--- src/rtl/iob2axi_wr_split_if.sv ---
// Native write stream plus AXI4 write channels (AW/W/B) for iob2axi_wr_split.
// master = the bridge side, slave = the stream source / AXI target side.
interface iob2axi_wr_split_if #(
    parameter int ADDR_W    = 32,
    parameter int DATA_W    = 32,
    parameter int AXI_ID_W  = 1,
    parameter int AXI_LEN_W = 8
);
    logic                   s_valid;
    logic [DATA_W-1:0]      s_wdata;
    logic [DATA_W/8-1:0]    s_wstrb;
    logic                   s_ready;

    logic [AXI_ID_W-1:0]    m_axi_awid;
    logic [ADDR_W-1:0]      m_axi_awaddr;
    logic [AXI_LEN_W-1:0]   m_axi_awlen;
    logic [2:0]             m_axi_awsize;
    logic [1:0]             m_axi_awburst;
    logic                   m_axi_awlock;
    logic [3:0]             m_axi_awcache;
    logic [2:0]             m_axi_awprot;
    logic [3:0]             m_axi_awqos;
    logic                   m_axi_awvalid;
    logic                   m_axi_awready;

    logic [DATA_W-1:0]      m_axi_wdata;
    logic [DATA_W/8-1:0]    m_axi_wstrb;
    logic                   m_axi_wlast;
    logic                   m_axi_wvalid;
    logic                   m_axi_wready;

    logic [AXI_ID_W-1:0]    m_axi_bid;
    logic [1:0]             m_axi_bresp;
    logic                   m_axi_bvalid;
    logic                   m_axi_bready;

    modport master (
        input  s_valid, s_wdata, s_wstrb,
        output s_ready,
        output m_axi_awid, m_axi_awaddr, m_axi_awlen, m_axi_awsize, m_axi_awburst,
        output m_axi_awlock, m_axi_awcache, m_axi_awprot, m_axi_awqos, m_axi_awvalid,
        input  m_axi_awready,
        output m_axi_wdata, m_axi_wstrb, m_axi_wlast, m_axi_wvalid,
        input  m_axi_wready,
        input  m_axi_bid, m_axi_bresp, m_axi_bvalid,
        output m_axi_bready
    );

    modport slave (
        output s_valid, s_wdata, s_wstrb,
        input  s_ready,
        input  m_axi_awid, m_axi_awaddr, m_axi_awlen, m_axi_awsize, m_axi_awburst,
        input  m_axi_awlock, m_axi_awcache, m_axi_awprot, m_axi_awqos, m_axi_awvalid,
        output m_axi_awready,
        input  m_axi_wdata, m_axi_wstrb, m_axi_wlast, m_axi_wvalid,
        output m_axi_wready,
        output m_axi_bid, m_axi_bresp, m_axi_bvalid,
        input  m_axi_bready
    );
endinterface

--- src/rtl/iob2axi_wr_split.sv ---
// Native-to-AXI4 write bridge: splits one long transfer into INCR bursts (<= MAX_BURST, no 4 KB crossing).
// Define IOB2AXI_WR_ABORT_EN to end a transfer on the first error response.
module iob2axi_wr_split #(
    parameter int ADDR_W    = 32,
    parameter int DATA_W    = 32,
    parameter int AXI_ID_W  = 1,
    parameter int AXI_LEN_W = 8,
    parameter int MAX_BURST = 256,
    parameter int XFER_W    = 16
) (
    input  logic                clk,
    input  logic                rst,
    input  logic                start,
    input  logic [ADDR_W-1:0]   addr,
    input  logic [XFER_W-1:0]   length,
    output logic                busy,
    output logic                done,
    output logic                error,
    iob2axi_wr_split_if.master  bus
);
    localparam int SIZE_LOG2 = $clog2(DATA_W / 8);
    localparam int CNT_W     = AXI_LEN_W + 1;

    typedef enum logic [1:0] {S_IDLE, S_ADDR, S_DATA, S_RESP} state_t;

    state_t              r_state;
    logic [ADDR_W-1:0]   r_cur_addr;
    logic [XFER_W-1:0]   r_remain;
    logic [CNT_W-1:0]    r_blen;
    logic [CNT_W-1:0]    r_beat;
    logic                r_awvalid;
    logic                r_bready;
    logic                r_busy;
    logic                r_done;
    logic                r_error;

    logic [12:0]         w_to4k;
    logic [31:0]         w_rem_ext;
    logic [31:0]         w_to4k_ext;
    logic [31:0]         w_min_rb;
    logic [CNT_W-1:0]    w_blen;
    logic                w_w_hs;
    logic                w_last_beat;
    logic [XFER_W-1:0]   w_remain_after;
    logic [ADDR_W-1:0]   w_addr_step;
    logic                w_abort;
    logic                w_unused;

    // Words left before the next 4 KB page boundary.
    assign w_to4k     = (13'd4096 - {1'b0, r_cur_addr[11:0]}) >> SIZE_LOG2;
    assign w_rem_ext  = 32'(r_remain);
    assign w_to4k_ext = 32'(w_to4k);
    assign w_min_rb   = (w_rem_ext < 32'(MAX_BURST)) ? w_rem_ext : 32'(MAX_BURST);
    assign w_blen     = CNT_W'((w_min_rb < w_to4k_ext) ? w_min_rb : w_to4k_ext);

    assign w_w_hs         = (r_state == S_DATA) && bus.s_valid && bus.m_axi_wready;
    assign w_last_beat    = (r_beat == r_blen - CNT_W'(1));
    assign w_remain_after = r_remain - XFER_W'(r_blen);
    assign w_addr_step    = ADDR_W'(r_blen) << SIZE_LOG2;

`ifdef IOB2AXI_WR_ABORT_EN
    assign w_abort = bus.m_axi_bresp[1];
`else
    assign w_abort = 1'b0;
`endif

    assign w_unused = ^{bus.m_axi_bid, bus.m_axi_bresp[0]};

    always_ff @(posedge clk or posedge rst) begin
        if (rst) begin
            r_state    <= S_IDLE;
            r_cur_addr <= '0;
            r_remain   <= '0;
            r_blen     <= '0;
            r_beat     <= '0;
            r_awvalid  <= 1'b0;
            r_bready   <= 1'b0;
            r_busy     <= 1'b0;
            r_done     <= 1'b0;
            r_error    <= 1'b0;
        end else begin
            r_done <= 1'b0;
            case (r_state)
                S_IDLE: begin
                    if (start) begin
                        if (length != '0) begin
                            r_cur_addr <= addr;
                            r_remain   <= length;
                            r_error    <= 1'b0;
                            r_busy     <= 1'b1;
                            r_state    <= S_ADDR;
                        end else begin
                            r_done <= 1'b1;
                        end
                    end
                end
                S_ADDR: begin
                    // First ADDR cycle registers the burst length; AW is raised once it is stable.
                    if (!r_awvalid) begin
                        r_blen    <= w_blen;
                        r_awvalid <= 1'b1;
                    end else if (bus.m_axi_awready) begin
                        r_awvalid <= 1'b0;
                        r_beat    <= '0;
                        r_state   <= S_DATA;
                    end
                end
                S_DATA: begin
                    if (w_w_hs) begin
                        r_beat <= r_beat + CNT_W'(1);
                        if (w_last_beat) begin
                            r_bready <= 1'b1;
                            r_state  <= S_RESP;
                        end
                    end
                end
                S_RESP: begin
                    if (bus.m_axi_bvalid) begin
                        r_bready   <= 1'b0;
                        r_error    <= r_error | bus.m_axi_bresp[1];
                        r_remain   <= w_remain_after;
                        r_cur_addr <= r_cur_addr + w_addr_step;
                        if ((w_remain_after == '0) || w_abort) begin
                            r_done  <= 1'b1;
                            r_busy  <= 1'b0;
                            r_state <= S_IDLE;
                        end else begin
                            r_state <= S_ADDR;
                        end
                    end
                end
                default: r_state <= S_IDLE;
            endcase
        end
    end

    assign busy  = r_busy;
    assign done  = r_done;
    assign error = r_error;

    assign bus.m_axi_awid    = '0;
    assign bus.m_axi_awaddr  = r_cur_addr;
    assign bus.m_axi_awlen   = AXI_LEN_W'(r_blen - CNT_W'(1));
    assign bus.m_axi_awsize  = 3'(SIZE_LOG2);
    assign bus.m_axi_awburst = 2'b01;
    assign bus.m_axi_awlock  = 1'b0;
    assign bus.m_axi_awcache = 4'd2;
    assign bus.m_axi_awprot  = 3'd2;
    assign bus.m_axi_awqos   = 4'd0;
    assign bus.m_axi_awvalid = r_awvalid;

    // The W channel is a straight pass-through of the native stream while a burst is open.
    assign bus.m_axi_wdata  = bus.s_wdata;
    assign bus.m_axi_wstrb  = bus.s_wstrb;
    assign bus.m_axi_wvalid = (r_state == S_DATA) && bus.s_valid;
    assign bus.m_axi_wlast  = (r_state == S_DATA) && w_last_beat;
    assign bus.s_ready      = (r_state == S_DATA) && bus.m_axi_wready;
    assign bus.m_axi_bready = r_bready;
endmodule

--- src/flat_wrapper.sv ---
// flat-port wrapper written by rule: the top's interface ports become plain ports
module iob2axi_wr_split_flat 
#(
    parameter int ADDR_W    = 32,
    parameter int DATA_W    = 32,
    parameter int AXI_ID_W  = 1,
    parameter int AXI_LEN_W = 8,
    parameter int MAX_BURST = 256,
    parameter int XFER_W    = 16
)
  (clk, rst, start, addr, length, busy, done, error, bus_s_valid, bus_s_wdata, bus_s_wstrb, bus_s_ready, bus_m_axi_awid, bus_m_axi_awaddr, bus_m_axi_awlen, bus_m_axi_awsize, bus_m_axi_awburst, bus_m_axi_awlock, bus_m_axi_awcache, bus_m_axi_awprot, bus_m_axi_awqos, bus_m_axi_awvalid, bus_m_axi_awready, bus_m_axi_wdata, bus_m_axi_wstrb, bus_m_axi_wlast, bus_m_axi_wvalid, bus_m_axi_wready, bus_m_axi_bid, bus_m_axi_bresp, bus_m_axi_bvalid, bus_m_axi_bready);
  iob2axi_wr_split_if #(.ADDR_W(ADDR_W), .DATA_W(DATA_W), .AXI_ID_W(AXI_ID_W), .AXI_LEN_W(AXI_LEN_W)) bus_i ();
  input  logic clk;
  input  logic rst;
  input  logic start;
  input  logic [ADDR_W-1:0] addr;
  input  logic [XFER_W-1:0] length;
  output logic busy;
  output logic done;
  output logic error;
  input wire logic [$bits(bus_i.s_valid)-1:0] bus_s_valid;
  input wire logic [$bits(bus_i.s_wdata)-1:0] bus_s_wdata;
  input wire logic [$bits(bus_i.s_wstrb)-1:0] bus_s_wstrb;
  output wire logic [$bits(bus_i.s_ready)-1:0] bus_s_ready;
  output wire logic [$bits(bus_i.m_axi_awid)-1:0] bus_m_axi_awid;
  output wire logic [$bits(bus_i.m_axi_awaddr)-1:0] bus_m_axi_awaddr;
  output wire logic [$bits(bus_i.m_axi_awlen)-1:0] bus_m_axi_awlen;
  output wire logic [$bits(bus_i.m_axi_awsize)-1:0] bus_m_axi_awsize;
  output wire logic [$bits(bus_i.m_axi_awburst)-1:0] bus_m_axi_awburst;
  output wire logic [$bits(bus_i.m_axi_awlock)-1:0] bus_m_axi_awlock;
  output wire logic [$bits(bus_i.m_axi_awcache)-1:0] bus_m_axi_awcache;
  output wire logic [$bits(bus_i.m_axi_awprot)-1:0] bus_m_axi_awprot;
  output wire logic [$bits(bus_i.m_axi_awqos)-1:0] bus_m_axi_awqos;
  output wire logic [$bits(bus_i.m_axi_awvalid)-1:0] bus_m_axi_awvalid;
  input wire logic [$bits(bus_i.m_axi_awready)-1:0] bus_m_axi_awready;
  output wire logic [$bits(bus_i.m_axi_wdata)-1:0] bus_m_axi_wdata;
  output wire logic [$bits(bus_i.m_axi_wstrb)-1:0] bus_m_axi_wstrb;
  output wire logic [$bits(bus_i.m_axi_wlast)-1:0] bus_m_axi_wlast;
  output wire logic [$bits(bus_i.m_axi_wvalid)-1:0] bus_m_axi_wvalid;
  input wire logic [$bits(bus_i.m_axi_wready)-1:0] bus_m_axi_wready;
  input wire logic [$bits(bus_i.m_axi_bid)-1:0] bus_m_axi_bid;
  input wire logic [$bits(bus_i.m_axi_bresp)-1:0] bus_m_axi_bresp;
  input wire logic [$bits(bus_i.m_axi_bvalid)-1:0] bus_m_axi_bvalid;
  output wire logic [$bits(bus_i.m_axi_bready)-1:0] bus_m_axi_bready;
  assign bus_i.s_valid = bus_s_valid;
  assign bus_i.s_wdata = bus_s_wdata;
  assign bus_i.s_wstrb = bus_s_wstrb;
  assign bus_s_ready = bus_i.s_ready;
  assign bus_m_axi_awid = bus_i.m_axi_awid;
  assign bus_m_axi_awaddr = bus_i.m_axi_awaddr;
  assign bus_m_axi_awlen = bus_i.m_axi_awlen;
  assign bus_m_axi_awsize = bus_i.m_axi_awsize;
  assign bus_m_axi_awburst = bus_i.m_axi_awburst;
  assign bus_m_axi_awlock = bus_i.m_axi_awlock;
  assign bus_m_axi_awcache = bus_i.m_axi_awcache;
  assign bus_m_axi_awprot = bus_i.m_axi_awprot;
  assign bus_m_axi_awqos = bus_i.m_axi_awqos;
  assign bus_m_axi_awvalid = bus_i.m_axi_awvalid;
  assign bus_i.m_axi_awready = bus_m_axi_awready;
  assign bus_m_axi_wdata = bus_i.m_axi_wdata;
  assign bus_m_axi_wstrb = bus_i.m_axi_wstrb;
  assign bus_m_axi_wlast = bus_i.m_axi_wlast;
  assign bus_m_axi_wvalid = bus_i.m_axi_wvalid;
  assign bus_i.m_axi_wready = bus_m_axi_wready;
  assign bus_i.m_axi_bid = bus_m_axi_bid;
  assign bus_i.m_axi_bresp = bus_m_axi_bresp;
  assign bus_i.m_axi_bvalid = bus_m_axi_bvalid;
  assign bus_m_axi_bready = bus_i.m_axi_bready;
  iob2axi_wr_split #(.ADDR_W(ADDR_W), .DATA_W(DATA_W), .AXI_ID_W(AXI_ID_W), .AXI_LEN_W(AXI_LEN_W), .MAX_BURST(MAX_BURST), .XFER_W(XFER_W)) u_core (.clk(clk), .rst(rst), .start(start), .addr(addr), .length(length), .busy(busy), .done(done), .error(error), .bus(bus_i));
endmodule
--- config.mk ---
export PLATFORM = sky130hd
export DESIGN_NAME = iob2axi_wr_split_flat
export DESIGN_NICKNAME = d
export VERILOG_FILES = /design/src/rtl/iob2axi_wr_split_if.sv /design/src/rtl/iob2axi_wr_split.sv /design/src/flat_wrapper.sv
export SDC_FILE = /design/constraint.sdc
export NUM_CORES = 1
export LEC_CHECK = 0
export ABC_AREA = 1
export BUFFER_PORTS_ARGS = -buffer_cell sky130_fd_sc_hd__buf_4
export CAP_MARGIN = 20
export CORE_ASPECT_RATIO = 0.7
export CORE_MARGIN = 2
export CORE_UTILIZATION = 57
export DETAILED_ROUTE_END_ITERATION = 10
export PLACE_DENSITY = 0.95
export SETUP_SLACK_MARGIN = 0.05
export SLEW_MARGIN = 20
export SYNTH_ARGS = -nofsm -noshare
export SYNTH_HDL_FRONTEND = slang
export SYNTH_SLANG_ARGS = --single-unit
--- constraint.sdc ---
create_clock -name clk -period 6.2 [get_ports clk]
set_input_delay 1.24 -clock clk [delete_from_list [all_inputs] [get_ports clk]]
set_output_delay 1.24 -clock clk [all_outputs]
set_load 0.005 [all_outputs]
* Word-level counts from Yosys, hierarchy flattened *
Index checks and enable logic that the tools add are counted.

operators by class
  reductions and logical operators = 16
  equality and inequality tests = 12
  multiplexer cells = 43
  bitwise logic cells = 2
  $add $sub $neg = 5
  order comparisons = 2

operator list
  cell                                                         count
  2-to-1 mux 32 bit                                            3
  2-to-1 mux 16 bit                                            4
  case mux 32 bit (2 select lines)                             1
  2-to-1 mux 9 bit                                             4
  adder 32 x 11 -> 32 bit                                      1
  case mux 16 bit (2 select lines)                             1
  case mux 9 bit (2 select lines)                              1
  2-to-1 mux 1 bit                                             17
  logical NOT 16 bit                                           1
  less-than comparator 16 x 11 -> 1 bit                        1
  less-than comparator 16 x 9 -> 1 bit, second input constant  1
  nonzero test 16 bit                                          1
  subtractor 16 x 9 -> 16 bit                                  1
  2-to-1 mux 2 bit                                             7
  subtractor 13 x 12 -> 13 bit, first input constant           1
  AND reduction 4 bit                                          3
  inequality test 2 x 1 -> 1 bit, second input constant        5
  adder 9 x 1 -> 9 bit, second input constant                  1
  == test 9 bit                                                1
  subtractor 9 x 1 -> 9 bit, second input constant             1
  case mux 1 bit (2 select lines)                              4
  case mux 2 bit (4 select lines)                              1
  AND reduction 7 bit                                          1
  inequality test 2 bit, second input constant                 3
  other kinds (9)                                              15

storage, ports and cells
  logic and storage cells = 90
  register bits after elaboration = 73

* Depth between registers and ports, before layout *
  word-level depth = 5
  depth in mapped cells = 20
  mapped depth without buffers = 20

* Least setup slack after synthesis *
Ideal clock, no wire load.

  path kind = flip-flop to output port
  start point = register u_core.r_blen[0]
  end point = output bus_m_axi_wlast
  data required time = 4.960 ns
  buffers on the path = 0
  arrival = 1.601 ns
  cell stages (with the launch flop) = 9
  setup slack = 3.359 ns
  cells stage by stage = dfrtp_1 -> inv_1 -> ha_1 -> xor2_1 -> xor2_1 -> nor2_1 -> and3_1 -> nand4_1 -> nor4_1

between the ends
  longest elaborated chain between the ends = 3

ends and longest elaborated chain
  what                       line                     RTL
  from (decl)                iob2axi_wr_split.sv:29   logic [CNT_W-1:0] r_blen;
  from (signal assigned)     iob2axi_wr_split.sv:100  r_blen <= w_blen;
  subtractor 9 x 1 -> 9 bit  iob2axi_wr_split.sv:57   assign w_last_beat = (r_beat == r_blen - CNT_W'(1));
  net bus_m_axi_awlen[0]     flat_wrapper.sv:27       output wire logic [$bits(bus_i.m_axi_awlen)-1:0] bus_m_axi_awlen;
  == test 9 bit              iob2axi_wr_split.sv:57
  logical AND 1 bit          iob2axi_wr_split.sv:156  assign bus.m_axi_wlast = (r_state == S_DATA) && w_last_beat;
  to (decl)                  flat_wrapper.sv:38       output wire logic [$bits(bus_i.m_axi_wlast)-1:0] bus_m_axi_wlast;

The timed path passes the listed nets, and every way through them passes these cells.

* Final worst setup path *
  start point = register u_core.r_cur_addr[0], in the netlist u_core.bus.m_axi_awaddr[0]
  end point = register u_core.r_blen[7]

between the ends
  longest elaborated chain between the ends = 3

ends and longest elaborated chain
  what                                   line                     RTL
  from (decl)                            iob2axi_wr_split.sv:27   logic [ADDR_W-1:0] r_cur_addr;
  from (signal assigned)                 iob2axi_wr_split.sv:87   r_cur_addr <= addr;
  from (signal assigned)                 iob2axi_wr_split.sv:122  r_cur_addr <= r_cur_addr + w_addr_step;
  subtractor 13 x 12 -> 13 bit (*)       iob2axi_wr_split.sv:50   assign w_to4k = (13'd4096 - {1'b0, r_cur_addr[11:0]}) >> SIZE_LOG2;
  less-than comparator 16 x 11 -> 1 bit  iob2axi_wr_split.sv:54   assign w_blen = CNT_W'((w_min_rb < w_to4k_ext) ? w_min_rb : w_to4k_ext);
  2-to-1 mux 9 bit (*)                   iob2axi_wr_split.sv:54

Mark *: on every way between the ends. The rest lies on a longest branch, timed or not.
A chain may end at the register's enable or synchronous reset.

==> impl_metrics.csv <==
group,metric,value,unit
routing,drc,0,
worst_setup_path,crit_fanout,10,
cells_and_area,nNetsFinal,1203,
routing,post_drt_via_cell_ratio,5.498,
logic_synthesis,avgSynthCellArea,6.554,µm²
place,dp_hpwl,14190,µm
routing,dr_wl_met3,1944,µm
sta,hold_violations,0,
floorplanning,start_util,59.30,%
clocking,numCtsBuffers,9,
hold_path,hp-class,"flip-flop to flip-flop",
worst_setup_path,end_kind,"flip-flop",
cells_and_area,multi_input_area,0.003835,mm²
pwr,peakVddDrop,274.3,µV
logic_synthesis,syn-instance-count,1007,
sta,setup_tns,0,ps
clocking,cts_setup_buffers,0,
pwr,p_int,2224,µW
sta,slew_headroom,35.63,%
grt,antenna_found_initial,0,
cells_and_area,syn_to_final_growth,14.29,%
worst_setup_path,cp.required,6480,ps
sta,setup_viol,0,
sta,timing.fmax,0.2713,GHz
clocking,post_cts_resized,0,
floorplanning,core,0.01113,mm²
worst_setup_path,cp.buffers_inverters,1,
worst_setup_path,critPathLaunch,"u_core.bus.m_axi_awaddr[0]$_DFFE_PP0P_",
routing,ant_nets,0,
logic_synthesis,yosysTopAreaCellShare,27.68,%
clocking,cts_tree,"yes",
run_status,status,"completed",
worst_setup_path,path_depth,17,
place,dp.cells,1215,
worst_setup_path,arrival,3970,ps
pwr,clkPwrFrac,14.6,%
pwr,pwr-share-comb,62.9,%
pwr,p_switching,2338,µW
worst_setup_path,crit_top_cell,"nand2_1",
floorplanning,rows,32,
worst_setup_path,path_class,"flip-flop to flip-flop",
clocking,clkTransAtPathRegs,60,ps
grt,grt_pass1_wl,30750,µm
sta,fin_skew,5.702,ps
logic_synthesis,yosys.area.top_type,"dfrtp_1",
logic_synthesis,synth_warnings,0,
sta,worst_slew_pin_slew,965.6,ps
worst_setup_path,timing.rr.start,"u_core.bus.m_axi_awaddr[0]$_DFFE_PP0P_",
worst_setup_path,ff2ff_setup_slack,2510,ps
routing,routedWlPerCell,15.20,µm
logic_synthesis,yosysSeqAreaShare,27.68,%
grt,grt_overflow,0,
logic_synthesis,synthDistinctLibCells,47,
worst_setup_path,critical-path-slowest-cell,"a21oi_1",
routing,wl_met2,8423,µm
worst_setup_path,start_kind,"flip-flop",
floorplanning,die_area,0.01247,mm²
clocking,cts_max_level,3,
clocking,clk_latency,350,ps
cells_and_area,fin_cells,1231,
floorplanning,chipWidth,132.6,µm
grt,grt_pass1_vias,6345,
cells_and_area,layout-drive-gt1-share,15.21,%
worst_setup_path,r2r_end,"u_core.r_blen[7]$_DFFE_PP0P_",
sta,fin_crit,3685,ps
worst_setup_path,r2r.worst_path.cells,17,
routing,first_iter_violations,612,
place,io_buffer_count,103,
pwr,powerDensity,604.8,mW/mm²
routing,top_layer,"met4",
clocking,clockRootBuffer,"clkbuf_16",
flow_run,timing.max_cap.violations,0,
clocking,clockBufferDepth,2,
routing,met1_length,7988,µm
cells_and_area,diodes,0,
pwr,cellLeakagePower,0.003995,µW
clocking,clock_sinks,73,
place,place_congestion,0.9899,
clocking,hold_buffers,0,
floorplanning,die_h,94.03,µm
sta,slew_violations,0,
grt,grt_max_degree,74,
worst_setup_path,critical-path-top-delay-family,"simple AND/OR/NAND/NOR gates",
worst_setup_path,cp-endpoint,"u_core.r_blen[7]$_DFFE_PP0P_",
routing,postRouteWirelength,18710,µm
routing,dr_total_vias,6768,
sta,period_share,59.44,%
routing,first_pass_iters,5,
floorplanning,ios,196,
sta,rsz0062_at_grt,"no",
worst_setup_path,critical_path.cell_chain,"nor2_1 -> inv_1 -> nor2_2 -> nand4_1 -> nor2_1 -> nand2_1 -> nor2_1 -> nand2_1 -> o21ai_0 -> nand2_1 -> ha_1 -> a21o_1 -> a21oi_1 -> nand2_2 -> nand2_1 -> nand3_1 -> nand2_1",
logic_synthesis,syn-cell-area,0.006600,mm²
logic_synthesis,synthTopCellsByArea,"dfrtp_1, nand2_1, inv_1",
pwr,p_sw_share,51.25,%
logic_synthesis,synth-seq-cells,73,
worst_setup_path,max_stage_delay,580,ps
cells_and_area,register_area,0.001827,mm²
cells_and_area,n_fill_cell,954,
grt,grt_util_all_layers,30.89,%
pwr,seqPwrFrac,22.4,%
==> logic make-up after synthesis <==
kind of cell,after synthesis,share of synthesized area [%]
AND/OR/NAND/NOR,548,35.98
buffers and inverters,205,15.24
AO/OA/AOI/OAI,121,10.94
flip-flops,73,27.68
adder cells (fa/ha/maj),36,7.052
XOR/XNOR,20,2.654
other,2,0.1138
multiplexers,2,0.3412
==> power by group through the flow <==
stage / sequential, µW / combinational [µW] / clock [µW]
final: 1020 / 2870 / 667
after global routing: 1040 / 3240 / 694
after CTS: 1000 / 2830 / 670
after detailed placement: 1010 / 2800 / 0
after global placement: 1010 / 2740 / 0
after floorplan: 921 / 2060 / 0
==> layout by cell type, fill, tap and decap left out, types with 6 or more instances in the layout <==
cell type and count:
conb_1 20, dfrtp_1 73, o21ai_1 8, o211ai_1 6, clkbuf_16 9, o21ai_0 48, nand4_1 20, nor3_1 13
nor2_2 8, or2_2 6, nand2_1 286, o221ai_1 8, xor2_1 18, nor2_1 111, o22ai_1 9, nand2_2 7
nand3_1 72, buf_4 107, a21oi_1 28, ha_1 34, inv_1 127
==> registers in the layout, indices dropped and copies added, names as in the netlist <==
register	flops
u_core.error	1
u_core.done	1
u_core.bus.m_axi_awvalid	1
u_core.bus.m_axi_bready	1
u_core.bus.m_axi_awaddr	32
u_core.busy	1
u_core.r_state	2
u_core.r_remain	16
u_core.r_blen	9
u_core.r_beat	9
==> final cells by class <==
class / count / share of cell area (%)
Clock buffer: 11 / 3.350
Clock inverter: 5 / 1.659
Timing Repair Buffer: 107 / 10.65
Tap cell: 153 / 2.538
Multi-Input combinational cell: 747 / 50.84
Sequential cell: 73 / 24.22
Inverter: 135 / 6.751
==> stage by stage <==
| stage | power, µW | hold slack, ps | utilization, % | area (µm²) | setup WS [ps] |
|---|---|---|---|---|---|
| after floorplan | 2980 | 463.6 | - | 6668 | 3107 |
| after global placement | 3743 | 465.0 | 64.38 | 7166 | 2582 |
| after detailed placement | 3813 | 479.4 | 64.38 | 7166 | 2598 |
| after CTS | 4505 | 493.9 | 67.77 | 7543 | 2565 |
| after global routing | 4980 | 544.8 | 67.77 | 7543 | 2168 |
| final | 4563 | 499.3 | 67.77 | 7543 | 2515 |
==> tightest hold or removal path, delay by kind of cell, from the launching register on <==
family        cells  cell delay, ps
flops             1             360
simple gates      2             110
==> how the worst min path moves through the flow <==
stage | start | end | slack, ps | depth (start not counted)
global placement | u_core.busy$_DFFE_PP0P_ | u_core.busy$_DFFE_PP0P_ | 470 | 2
finish | u_core.busy$_DFFE_PP0P_ | u_core.busy$_DFFE_PP0P_ | 500 | 2
detailed placement | u_core.busy$_DFFE_PP0P_ | u_core.busy$_DFFE_PP0P_ | 480 | 2
floorplan | u_core.busy$_DFFE_PP0P_ | u_core.busy$_DFFE_PP0P_ | 460 | 2
CTS | u_core.busy$_DFFE_PP0P_ | u_core.busy$_DFFE_PP0P_ | 490 | 2
global route | u_core.busy$_DFFE_PP0P_ | u_core.busy$_DFFE_PP0P_ | 540 | 2
==> cells in the mapped netlist (all sizes together) <==
cell    number
nand2      295
inv        133
nor2       121
nand3       74
dfrtp       73
buf         67
o21ai       58
ha          34
a21oi       29
nand4       20
xor2        18
nor3        15
o22ai        9
o221ai       8
o211ai       7
or2          7
nand3b       5
nor4         5
nor3b        4
a22oi        3
clkbuf       3
a211oi       2
a21boi       2
a21o         2
and3         2
clkinv       2
conb         2
fa           2
mux2         2
xnor2        2
o21a         1
==> routing by layer <==
| metal | global-route usage (%) | vias up |
|---|---|---|
| li1 | - | 3308 |
| met1 | 42.12 | 3071 |
| met2 | 49.22 | 364 |
| met3 | 6.634 | 25 |
| met4 | 9.946 | 0 |
| met5 | 0 | - |
(Power assumes the default switching activity.)
